File: config.mk
export PLATFORM = sky130hd
export DESIGN_NAME = hid_report_uart
export DESIGN_NICKNAME = d
export VERILOG_FILES = /design/src/rtl/hid_uart_pkg.sv /design/src/rtl/uart_tx_byte.sv /design/src/rtl/hid_report_uart.sv
export SDC_FILE = /design/constraint.sdc
export NUM_CORES = 1
export LEC_CHECK = 0
export CORE_MARGIN = 1.5
export CORE_UTILIZATION = 45
export CTS_CLUSTER_DIAMETER = 80
export DETAILED_ROUTE_END_ITERATION = 7
export DONT_BUFFER_PORTS = 1
export PLACE_DENSITY = 0.65
export SYNTH_ARGS = -nofsm -noshare
export SYNTH_HDL_FRONTEND = slang
export SYNTH_HIERARCHICAL = 1
export SYNTH_SLANG_ARGS = --single-unit
File: constraint.sdc
create_clock -name clk -period 3.4 [get_ports clk]
set_input_delay 0.68 -clock clk [delete_from_list [all_inputs] [get_ports clk]]
set_output_delay 0.68 -clock clk [all_outputs]
set_load 0.005 [all_outputs]
File: src/rtl/hid_uart_pkg.sv
// hid_uart_pkg: shared frame constants, FSM state encoding and ASCII helpers
//   FRAME_LEN   characters per report line (type, ':', 16 hex, CR, LF)
//   CH_*        ASCII codes used in a frame
//   state_e     frame FSM states
//   hex_ascii   nibble -> uppercase hex character
//   type_ascii  usb_type -> type character
package hid_uart_pkg;
  localparam int FRAME_LEN = 20;
  localparam logic [7:0] CH_CR    = 8'h0D;
  localparam logic [7:0] CH_LF    = 8'h0A;
  localparam logic [7:0] CH_COLON = 8'h3A;
  localparam logic [7:0] CH_NONE  = 8'h2D;
  localparam logic [7:0] CH_KBD   = 8'h4B;
  localparam logic [7:0] CH_MOUSE = 8'h4D;
  localparam logic [7:0] CH_PAD   = 8'h47;
  typedef enum logic [1:0] {ST_IDLE, ST_LOAD, ST_SEND, ST_NEXT} state_e;
  function automatic logic [7:0] hex_ascii(input logic [3:0] n);
    return (n < 4'd10) ? {4'h3, n} : 8'h37 + {4'h0, n};
  endfunction
  function automatic logic [7:0] type_ascii(input logic [1:0] t);
    return (t == 2'd0) ? CH_NONE : (t == 2'd1) ? CH_KBD : (t == 2'd2) ? CH_MOUSE : CH_PAD;
  endfunction
endpackage

File: src/rtl/uart_tx_byte.sv
// uart_tx_byte: 8N1 byte transmitter with baud and bit counters
//   clk, resetn  clock, async active-low reset
//   start, data  load and begin sending data (accepted even during the stop bit)
//   done         pulse three clocks before the stop bit ends so the caller can
//                queue the next byte with no idle gap
//   tx           serial line, high when idle or in reset
//   active       a character is on the line
module uart_tx_byte #(
  parameter int DIV = 104
) (
  input  logic       clk,
  input  logic       resetn,
  input  logic       start,
  input  logic [7:0] data,
  output logic       done,
  output logic       tx,
  output logic       active
);
  localparam int BW = $clog2(DIV);
  logic [BW-1:0] baud_q, baud_d;
  logic [3:0]    bit_q, bit_d;
  logic [9:0]    sh_q, sh_d;
  logic          act_q, act_d;
  always_comb begin
    baud_d = baud_q;
    bit_d  = bit_q;
    sh_d   = sh_q;
    act_d  = act_q;
    if (start) begin
      baud_d = '0;
      bit_d  = '0;
      sh_d   = {1'b1, data, 1'b0};
      act_d  = 1'b1;
    end else if (act_q) begin
      if (baud_q == BW'(DIV - 1)) begin
        baud_d = '0;
        sh_d   = {1'b1, sh_q[9:1]};
        bit_d  = (bit_q == 4'd9) ? 4'd0 : bit_q + 4'd1;
        act_d  = bit_q != 4'd9;
      end else begin
        baud_d = baud_q + 1'b1;
      end
    end
  end
  always_ff @(posedge clk or negedge resetn) begin
    if (!resetn) begin
      baud_q <= '0;
      bit_q  <= '0;
      sh_q   <= '1;
      act_q  <= 1'b0;
    end else begin
      baud_q <= baud_d;
      bit_q  <= bit_d;
      sh_q   <= sh_d;
      act_q  <= act_d;
    end
  end
  // Early done covers NEXT and LOAD so the following start bit lands right after this stop bit.
  assign done   = act_q && bit_q == 4'd9 && baud_q == BW'(DIV - 3);
  assign tx     = !act_q || sh_q[0];
  assign active = act_q;
endmodule

File: src/rtl/hid_report_uart.sv
// hid_report_uart: prints each HID report as an ASCII line over an 8N1 UART
//   clk, resetn               clock, async active-low reset
//   report_stb                one-cycle strobe qualifying report_data/usb_type
//   report_data, usb_type     report bytes (byte 0 in [7:0]) and device type
//   uart_tx                   serial output
//   busy                      frame in flight or report pending
//   drop_cnt                  reports lost to overwrite, saturating
module hid_report_uart
  import hid_uart_pkg::*;
#(
  parameter int CLK_HZ = 12000000,
  parameter int BAUD   = 115200,
  parameter int DIV    = (CLK_HZ + BAUD / 2) / BAUD
) (
  input  logic        clk,
  input  logic        resetn,
  input  logic        report_stb,
  input  logic [63:0] report_data,
  input  logic [1:0]  usb_type,
  output logic        uart_tx,
  output logic        busy,
  output logic [7:0]  drop_cnt
);
  state_e      state_q, state_d;
  logic [4:0]  idx_q, idx_d;
  logic        pend_vld_q, pend_vld_d;
  logic [63:0] pend_data_q, pend_data_d;
  logic [1:0]  pend_type_q, pend_type_d;
  logic [63:0] work_q, work_d;
  logic [7:0]  drop_q, drop_d;
  logic        consume, tx_start, tx_done, tx_active;
  logic [3:0]  hex_idx, nib;
  logic [7:0]  ch;
  // The first LOAD of a frame moves the pending report into the working copy;
  // the type char is taken straight from the pending register in that cycle.
  assign consume  = state_q == ST_LOAD && idx_q == 5'd0;
  assign tx_start = state_q == ST_LOAD;
  assign hex_idx  = 4'(idx_q - 5'd2);
  assign nib      = work_q[{hex_idx[3:1], ~hex_idx[0], 2'b00} +: 4];
  assign ch = (idx_q == 5'd0) ? type_ascii(pend_type_q) :
              (idx_q == 5'd1) ? CH_COLON :
              (idx_q == 5'(FRAME_LEN - 2)) ? CH_CR :
              (idx_q == 5'(FRAME_LEN - 1)) ? CH_LF : hex_ascii(nib);
  always_comb begin
    state_d = state_q;
    idx_d   = idx_q;
    case (state_q)
      ST_IDLE: if (pend_vld_q || report_stb) begin
        state_d = ST_LOAD;
        idx_d   = '0;
      end
      ST_LOAD: state_d = ST_SEND;
      ST_SEND: if (tx_done) state_d = ST_NEXT;
      ST_NEXT: if (idx_q != 5'(FRAME_LEN - 1)) begin
        idx_d   = idx_q + 5'd1;
        state_d = ST_LOAD;
      end else if (pend_vld_q) begin
        idx_d   = '0;
        state_d = ST_LOAD;
      end else if (!tx_active) begin
        // Hold until the LF stop bit has left the line so busy covers it.
        idx_d   = '0;
        state_d = ST_IDLE;
      end
      default: state_d = ST_IDLE;
    endcase
  end
  always_comb begin
    pend_vld_d  = pend_vld_q && !consume;
    pend_data_d = pend_data_q;
    pend_type_d = pend_type_q;
    work_d      = consume ? pend_data_q : work_q;
    drop_d      = drop_q;
    if (report_stb) begin
      pend_vld_d  = 1'b1;
      pend_data_d = report_data;
      pend_type_d = usb_type;
      if (pend_vld_q && !consume && drop_q != 8'hFF) drop_d = drop_q + 8'd1;
    end
  end
  always_ff @(posedge clk or negedge resetn) begin
    if (!resetn) begin
      state_q     <= ST_IDLE;
      idx_q       <= '0;
      pend_vld_q  <= 1'b0;
      pend_data_q <= '0;
      pend_type_q <= '0;
      work_q      <= '0;
      drop_q      <= '0;
    end else begin
      state_q     <= state_d;
      idx_q       <= idx_d;
      pend_vld_q  <= pend_vld_d;
      pend_data_q <= pend_data_d;
      pend_type_q <= pend_type_d;
      work_q      <= work_d;
      drop_q      <= drop_d;
    end
  end
  uart_tx_byte #(.DIV(DIV)) u_tx (
    .clk    (clk),
    .resetn (resetn),
    .start  (tx_start),
    .data   (ch),
    .done   (tx_done),
    .tx     (uart_tx),
    .active (tx_active)
  );
  assign busy     = !(state_q == ST_IDLE && !pend_vld_q);
  assign drop_cnt = drop_q;
endmodule

* Word level (Yosys, flattened, before mapping)
Cells that the tools add are included.
** Operators by class
- Bitwise logic cells :: 1
- Reductions and logical operators :: 22
- Equal/unequal tests :: 17
- Multiplexer cells :: 33
- Order comparisons :: 1
- Shift-type cells :: 1
- Add/subtract/negate cells :: 6
** Operators with widths (number)
- $shiftx A64 B7 Y4 :: 1
- $mux W7 :: 9
- $mux W10 :: 3
- $mux W4 :: 6
- $mux W5 :: 4
- $eq A7 B7 Y1 const B :: 2
- $eq A5 B5 Y1 const B :: 2
- $mux W2 :: 5
- $pmux W5 S2 :: 1
- $add A8 B1 Y8 const B :: 1
- $ne A4 B4 Y1 const B :: 2
- $ne A8 B8 Y1 const B :: 1
- $pmux W2 S4 :: 1
- $add A6 B4 Y7 const A :: 1
- $add A7 B1 Y7 const B :: 1
- $eq A2 B2 Y1 const B :: 3
- $logic_and A1 B1 Y1 :: 6
- $reduce_and A3 Y1 :: 2
- $reduce_bool A2 Y1 :: 3
- $add A5 B1 Y5 const B :: 1
- $eq A5 B1 Y1 const B :: 1
- $logic_not A5 Y1 :: 1
- $ne A5 B5 Y1 const B :: 1
- $add A4 B1 Y4 const B :: 1
- other kinds (11) :: 22
** Storage, ports and cells
- Flip-flop bits (word level) :: 168
- Output and inout port bits :: 10

* Depth between registers and ports, before layout
Gate-level depths: netlist of the first run.
- Depth in word-level cells :: 10
- Mapped depth :: 14
- Gate-level depth less buffers :: 12

* Cells and area by module
The synthesis of the first run kept the hierarchy.
** By module, submodules not included
- hid_report_uart :: area an instance 6501.2 sq um, sequential area each 3653.5 sq um, times used 1, cells an instance 456
- uart_tx_byte :: area an instance 1251.2 sq um, sequential area each 536.8 sq um, times used 1, cells an instance 138

* Worst setup path after synthesis of the first run
Ideal clock, no wire load.
- Kind :: reg2reg
- From :: register idx_q[1]
- To :: register u_tx.sh_q[3]
- Path slack :: 0.545 ns
- Path buffers :: 2
- Stages on the path, launching flop included :: 14
- Data arrival time :: 2.791 ns
- Setup time :: 0.064 ns
- Path through :: dfrtp_1 -> buf_2 -> buf_2 -> inv_1 -> ha_1 -> xor2_1 -> mux4_2 -> inv_2 -> ha_1 -> nand2_1 -> mux2i_1 -> o22ai_1 -> nand2_1 -> nand3_1
** Between the ends
- Cells in the longest elaborated chain, start to end :: 9
- Elaborated cells between the ends (all ways) :: 14
- Classes of those cells :: add/sub: 2; order compare: 1; eq/ne: 3; shift: 1; mux: 6; reduce/logical: 1
** Ends and longest elaborated chain
- start, declared :: line hid_report_uart.sv:25 : logic [4:0] idx_q, idx_d;
- start signal, assigned :: line hid_report_uart.sv:92 : idx_q <= idx_d;
- $sub A4 B2 Y4 :: line hid_report_uart.sv:38 : assign hex_idx = 4'(idx_q - 5'd2);
- $shiftx A64 B7 Y4 :: line hid_report_uart.sv:39 : assign nib = work_q[{hex_idx[3:1], ~hex_idx[0], 2'b00} +: 4];
- $add A6 B4 Y7 or $lt A4 B4 Y1 (tied branches) :: line hid_uart_pkg.sv:18 : return (n < 4'd10) ? {4'h3, n} : 8'h37 + {4'h0, n};
- $mux W7 :: line hid_uart_pkg.sv:18
- $mux W7 :: line hid_report_uart.sv:43 : (idx_q == 5'(FRAME_LEN - 1)) ? CH_LF : hex_ascii(nib);
- $mux W7 :: line hid_report_uart.sv:42 : (idx_q == 5'(FRAME_LEN - 2)) ? CH_CR :
- $mux W7 :: line hid_report_uart.sv:41 : (idx_q == 5'd1) ? CH_COLON :
- $mux W7 * :: line hid_report_uart.sv:40 : assign ch = (idx_q == 5'd0) ? type_ascii(pend_type_q) :
- via ch[2] :: line hid_report_uart.sv:33 : logic [7:0] ch;
- $mux W10 * :: line uart_tx_byte.sv:29 : if (start) begin
- end signal, assigned :: line uart_tx_byte.sv:49 : sh_q <= '1;
- end signal, assigned :: line uart_tx_byte.sv:54 : sh_q <= sh_d;
- end, declared :: line uart_tx_byte.sv:22 : logic [9:0] sh_q, sh_d;
Mark *: on every way through the listed nets, which the timed path passes. The rest lies on a longest branch.
A chain may end at the register's enable or synchronous reset.

* Worst setup path in the final report of the first run
- From :: register idx_q[0]
- To :: register idx_q[4]
** Between the ends
- Cells in the longest elaborated chain, start to end :: 3
- Elaborated cells between the ends (all ways) :: 6
- Classes of those cells :: add/sub: 1; eq/ne: 2; mux: 2; reduce/logical: 1
** Ends and longest elaborated chain (line)
- $add A5 B1 Y5 or $ne A5 B5 Y1 (tied branches) :: hid_report_uart.sv:55, hid_report_uart.sv:54
- $mux W5 or $ne A4 B4 Y1 (tied branches)
- $pmux W5 S2 or $reduce_and A3 Y1 (tied branches)
Several ways; a longest one is shown, not always the timed one.

==> results.py, run 1 <==
metrics = {
    "outcome": {
        "outcome": "finished with violations",
        "failed_checks": "hold timing",
    },
    "synth": {
        "netlist_area_sq_um": 7752,
        "synthArstFlopShare_pct": 100.0,
        "synthFlopType": "dfrtp_1",
        "syn_area_per_cell_sq_um": 13.05,
        "synth_seq_cells": 167,
        "synthTopCellsByCount": "dfrtp_1, mux2_2, nand2_1, nand3_1, inv_1",
        "synthSimpleGateAreaFrac_pct": 8.280,
        "netlist.top_cell.by_area": "dfrtp_1",
        "synth_edf_count": 0,
        "yosysSeqAreaShare_pct": 54.05,
        "synth_mux_area_share_pct": 24.63,
        "synth_fp_nets": 680,
        "postSynthCellCount": 594,
        "yosys-top-cells-area": "dfrtp_1, mux2_2, mux4_2",
        "synth_top_area_share_pct": 51.00,
        "ys_types": 60,
        "synth_compound_area_share_pct": 5.746,
        "synth_top_family_by_area": "multiplexers",
        "synthAdderAreaFrac_pct": 2.744,
        "ys_warn_count": 6,
        "synth.most_common_cell": "dfrtp_1",
        "synth-xor-area-share_pct": 1.356,
    },
    "pwr": {
        "p_leak_nw": 3.809,
        "switchingPower_w": 0.0009918,
        "swShare_pct": 23.63,
        "power.share.sequential_pct": 52.6,
        "p_per_area_nw_per_um2": 494.5,
        "p_comb_share_pct": 3.7,
        "ir_worst_vdd_mv": 0.3937,
        "intPower_w": 0.003205,
        "power.share.clock_pct": 43.7,
    },
    "hold_path": {
        "hold_class": "in2async",
    },
    "clocking": {
        "tritoncts": "yes",
        "cts_max_path_buffers": 2,
        "cts_resized": 0,
        "clk-insertion-delay-late_ns": 0.43,
        "cts_num_sinks": 167,
        "numCtsBuffers": 17,
        "cts_root_buffer": "clkbuf_16",
        "h-tree-depth": 4,
        "path_clk_slew_ns": 0.07,
        "post_cts_buffers": 0,
    },
    "timing": {
        "fmax_mhz": 359.1,
        "max_slew_margin_pct": 60.76,
        "setup_violations": 0,
        "slew_violations": 0,
        "final-hold-violation-count": 158,
        "skew_ns": 0.01063,
        "timing.hold.ws_ns": -0.05035,
        "tightest_slew_ns": 0.5886,
        "rsz0062_at_grt": "no",
        "fin_ws_ns": 0.6149,
        "min_period_ns": 2.785,
        "post-route-period-util_pct": 81.91,
        "timing.setup.tns_ns": 0,
    },
    "layout": {
        "num_antenna_cells": 0,
        "n_fill_cell": 1463,
        "postLayoutCellArea_sq_um": 8488,
        "area_delta_synth_final_pct": 9.490,
        "utilization_pct": 50.82,
        "final_cells": 821,
        "fin_nets": 674,
        "drive_gt1_share_pct": 33.94,
    },
    "die": {
        "io_pins": 79,
        "die_w_um": 134.3,
        "core_sq_um": 16700,
        "row_count": 47,
        "chipHeight_um": 134.3,
        "die-area_sq_um": 18020,
        "start_util_pct": 46.42,
    },
    "place": {
        "dpl_cell_area_sq_um": 7925,
        "pre_cts_slack_ns": 0.5728,
        "dpl.hpwl_um": 9658,
        "routabilityCongestion": 0.7866,
        "dp_cells": 789,
        "numPortBuffers": 0,
    },
    "route": {
        "drt_wl_total_um": 14480,
        "postRouteAntennaNets": 0,
        "vias": 4579,
        "wl_per_cell_um": 17.64,
        "drtIter0Drc": 303,
        "drcViolationCount": 0,
        "viasPerCell": 5.577,
        "drt_pass1_iterations": 5,
    },
    "flow_run": {
        "drv_cap": 0,
    },
    "setup_path": {
        "arrival_ns": 3.10,
        "worstSetupStartpoint": "idx_q[0]",
        "path_class": "reg2reg",
        "worstRegToRegCells": 8,
        "rrSetupSlack_ns": 0.61,
        "crit_required_ns": 3.72,
        "reg2reg_from": "idx_q[0]",
        "worstReg2RegEnd": "idx_q[4]",
        "worstPathMaxFanout": 10,
        "crit_end": "idx_q[4]",
        "start_kind": "flop",
        "end_kind": "flop",
    },
    "global_routing": {
        "grt_antenna_before_repair": 1,
        "grt_pass1_wl_um": 24430,
        "first_global_vias": 4837,
        "grt_usage_pct": 17.18,
        "grt_max_degree": 168,
        "grt-ovfl-total": 0,
    },
}
[registers in the layout, summed over array words and instances (netlist names)]
register	count
pend_data_q	64
work_q	64
u_tx/sh_q	9
drop_cnt	8
u_tx/baud_q	7
idx_q	5
u_tx/bit_q	4
pend_type_q	2
state_q	2
pend_vld_q	1
u_tx/active	1
[through the flow]
step                      hold WS (ns)  total power, W
after global placement          0.3915        0.002387
after global routing          -0.06485        0.004359
final                         -0.05035        0.004197
after detailed placement        0.3892        0.002407
after CTS                     -0.06970        0.004254
after floorplan                 0.3844        0.002362
[critical path, stage by stage, from the launching register on]
cell and delay (ns):
dfrtp_1 0.72, buf_4 0.29, ha_1 0.30, nand4bb_1 0.21, a2bb2oi_1 0.20, o22ai_1 0.43, o2bb2ai_1 0.16, a22o_1 0.20
a22o_1 0.17
[power by group through the flow]
| stage | Combinational, W | Clock, W | Sequential, W |
|---|---|---|---|
| global route | 0.000173 | 0.00196 | 0.00222 |
| global placement | 0.000147 | 0 | 0.00224 |
| floorplan | 0.000154 | 0 | 0.00221 |
| detailed placement | 0.000158 | 0 | 0.00225 |
| finish | 0.000157 | 0.00183 | 0.00221 |
| CTS | 0.000160 | 0.00188 | 0.00221 |
[metal layers]
layer	part of all wire [%]	GRT usage [%]	vias up	routed length (um)
li1	-	-	2139	-
met1	44	22.22	2338	6317
met2	51	28.35	84	7364
met3	4.1	4.006	16	599
met4	1.3	6.213	2	192
met5	0.048	0	-	7
[area by class of cell]
| type | count | area (sq um) | share of cell area, % |
|---|---|---|---|
| Clock buffer | 19 | 452.9 | 5.336 |
| Clock inverter | 13 | 110.1 | 1.297 |
| Inverter | 23 | 86.33 | 1.017 |
| Multi-Input combinational cell | 372 | 3321 | 39.12 |
| Sequential cell | 167 | 4190 | 49.37 |
| Tap cell | 220 | 275.3 | 3.243 |
| Timing Repair Buffer | 7 | 52.55 | 0.6191 |
[cell usage in the layout, fill, tap and decap left out, types with 3 or more instances in the layout]
cell type / netlist / routed
nand3_1: 25 / 25
xnor2_1: 6 / 6
dfstp_2: 9 / 9
mux2i_1: 4 / 4
mux4_2: 17 / 17
ha_1: 17 / 17
buf_4: 0 / 7
a22o_1: 3 / 3
nand3b_1: 3 / 3
nor2_1: 15 / 15
a21oi_1: 20 / 20
o21ai_0: 12 / 12
dfrtp_1: 158 / 158
mux2_2: 130 / 130
inv_1: 22 / 22
xor2_1: 6 / 6
inv_6: 0 / 3
o22ai_1: 4 / 4
nand2b_1: 3 / 3
inv_8: 0 / 4
nor3_1: 3 / 3
nand2_1: 32 / 31
nor2b_1: 9 / 9
clkinv_2: 0 / 3
o21ai_1: 10 / 10
nor4_1: 3 / 3
nand4_1: 8 / 8
clkbuf_16: 0 / 17
[worst min-delay path by stage]
stage | slack [ns] | endpoint | cells past startpoint | from
after floorplan | 0.38 | drop_cnt[0] | 0 | resetn
after global placement | 0.39 | drop_cnt[2] | 0 | resetn
after detailed placement | 0.39 | drop_cnt[2] | 0 | resetn
after CTS | -0.07 | work_q[54] | 0 | resetn
after global routing | -0.06 | drop_cnt[4] | 0 | resetn
final | -0.05 | drop_cnt[2] | 0 | resetn
[kinds of logic (layout without fill, tap and decap cells)]
family,count (synthesis),in the layout
AND/OR/NAND/NOR,119,119
flip-flops,167,167
other,1,1
multiplexers,152,152
adder cells (fa/ha/maj),17,17
XOR/XNOR,12,12
AO/OA/AOI/OAI,71,71
buffers and inverters,55,62
Power figures use the tool's default switching activity.
==> run 2: changes to the inputs <==
- clock period: 3.4 -> 2.64 ns (I/O delays scaled with it)
==> run 2 against run 1 <==
- via count decreased by 0.83%
- fmax up 13%
- utilization up 0.46 points
- register-to-register slack got worse by 0.44 ns
- sequential power grew 29%
- first-iteration DRC count is 13% lower
- the run still ends with hold timing left
==> results.py, run 2 (same netlist as run 1, synthesis figures left out) <==
metrics = {
    "setup_path": {
        "reg2reg_from": "idx_q[0]",
        "crit_required_ns": 3.00,
        "critPathBufInv": 2,
        "cp_cell_sequence": "buf_12 -> mux4_2 -> mux4_2 -> inv_2 -> ha_1 -> nor2_1 -> o21ai_1 -> a22o_1 -> nand2_1 -> nand3_1",
        "cp_slowest_cell": "mux4_2",
        "end_kind": "flop",
        "max_stage_delay_ns": 0.52,
        "worstReg2RegEnd": "u_tx/sh_q[5]",
        "start_kind": "flop",
        "path_common_cell": "mux4_2",
        "arrival_ns": 2.82,
        "worstRegToRegCells": 10,
        "worstPathMaxFanout": 19,
        "rrSetupSlack_ns": 0.18,
        "path_class": "reg2reg",
        "cp_top_family": "multiplexers",
    },
    "timing": {
        "timing.setup.tns_ns": 0,
        "final-hold-violation-count": 163,
        "fmax_mhz": 405.8,
        "tightest_slew_ns": 0.5115,
        "timing.hold.ws_ns": -0.1918,
        "fin_ws_ns": 0.1760,
        "min_period_ns": 2.464,
        "slew_violations": 0,
        "setup_violations": 0,
        "post-route-period-util_pct": 93.33,
        "skew_ns": 0.01315,
        "rsz0062_at_grt": "no",
        "max_slew_margin_pct": 65.80,
    },
    "clocking": {
        "h-tree-depth": 4,
        "path_clk_slew_ns": 0.07,
        "post_cts_buffers": 0,
        "cts_num_sinks": 167,
        "cts_max_path_buffers": 2,
        "numCtsBuffers": 17,
        "clk-insertion-delay-late_ns": 0.43,
        "cts_root_buffer": "clkbuf_16",
        "tritoncts": "yes",
    },
    "route": {
        "drtIter0Drc": 265,
        "drcViolationCount": 0,
        "vias": 4541,
        "viasPerCell": 5.491,
        "wl_per_cell_um": 17.79,
        "drt_wl_total_um": 14710,
        "postRouteAntennaNets": 0,
        "drt_pass1_iterations": 4,
    },
    "place": {
        "numPortBuffers": 0,
        "dpl.hpwl_um": 10120,
        "routabilityCongestion": 0.8449,
        "dp_cells": 794,
        "pre_cts_slack_ns": 0.1717,
    },
    "global_routing": {
        "grt_usage_pct": 17.33,
        "grt_antenna_before_repair": 0,
        "grt-ovfl-total": 0,
        "grt_max_degree": 168,
        "grt_pass1_wl_um": 24430,
        "first_global_vias": 4865,
    },
    "die": {
        "core_sq_um": 16700,
        "row_count": 47,
        "die-area_sq_um": 18020,
        "chipHeight_um": 134.3,
        "start_util_pct": 46.42,
        "die_w_um": 134.3,
        "io_pins": 79,
    },
    "pwr": {
        "p_per_area_nw_per_um2": 629.4,
        "ir_worst_vdd_mv": 0.4414,
        "p_leak_nw": 3.844,
        "p_total_w": 0.005391,
    },
    "outcome": {
        "failed_checks": "hold timing",
        "outcome": "finished with violations",
    },
    "layout": {
        "final_cells": 827,
        "reg_top3": "pend_data_q (64), work_q (64), u_tx/sh_q (9)",
        "area_delta_synth_final_pct": 10.49,
        "drive_gt1_share_pct": 34.65,
        "fin_nets": 679,
        "final_cell_mix": "dfrtp_1, mux2_2, nand2_1",
        "final_common_cell": "dfrtp_1",
    },
    "hold_path": {
        "hold_class": "in2async",
    },
    "flow_run": {
        "drv_cap": 0,
    },
}
==> run 2: cell types whose count changed in the layout (fill, tap and decap cells not counted) <==
cell        change
buf_12          +2
buf_4           +3
clkbuf_1        +1
clkbuf_8        -1
clkinvlp_4      -1
diode_2         +1
ha_1            -1
ha_2            +1
inv_6           +1
xor2_1          -1
xor2_4          +1
==> run 2: where the power goes <==
group          total (W)  internal (W)  switching, W
clock network    0.00235       0.00126       0.00108
registers        0.00285       0.00271      0.000137
logic           0.000197      0.000135     0.0000620
total            0.00539       0.00411       0.00128
==> run 2: cell type report <==
type,instances,area (sq um)
clock inverter,13,111.4
antenna,1,2.502
multi-input combinational,372,3342
tap,220,275.3
fill,1447,8135
inverter,23,86.33
timing repair buffer,12,115.1
clock buffer,19,442.9
sequential,167,4190
==> run 2: how the worst max path moves through the flow <==
stage                  start           end  slack (ns)  depth (start not counted)
floorplan           idx_q[1]  u_tx/sh_q[3]        0.01                         13
global placement    idx_q[0]  u_tx/sh_q[5]        0.24                         10
detailed placement  idx_q[0]  u_tx/sh_q[5]        0.17                         10
CTS                 idx_q[0]  u_tx/sh_q[5]        0.16                         10
global route        idx_q[0]   drop_cnt[7]       0.001                          9
finish              idx_q[0]  u_tx/sh_q[5]        0.18                         10
==> run 2: through the flow <==
stage / hold WS, ns / util, % / cell area [sq um]
floorplan: 0.2324 / - / 7776
global placement: 0.2369 / 47.94 / 8006
detailed placement: 0.2381 / 47.94 / 8006
CTS: -0.2142 / 51.26 / 8561
global route: -0.2184 / 51.27 / 8563
finish: -0.1918 / 51.29 / 8566
==> run 2: layer usage <==
layer / track usage, % / wire length, um / up-vias
li1: - / - / 2140
met2: 29.17 / 7492 / 87
met1: 21.46 / 6371 / 2297
met3: 4.611 / 590 / 17
met5: 0 / 0 / -
met4: 6.452 / 256 / 0
==> run 2: what timing repair did <==
item,4_1_cts,5_1_grt
setup endpoints to repair,0,1
endpoints found under the hold margin,167,167
gates resized for setup,0,1
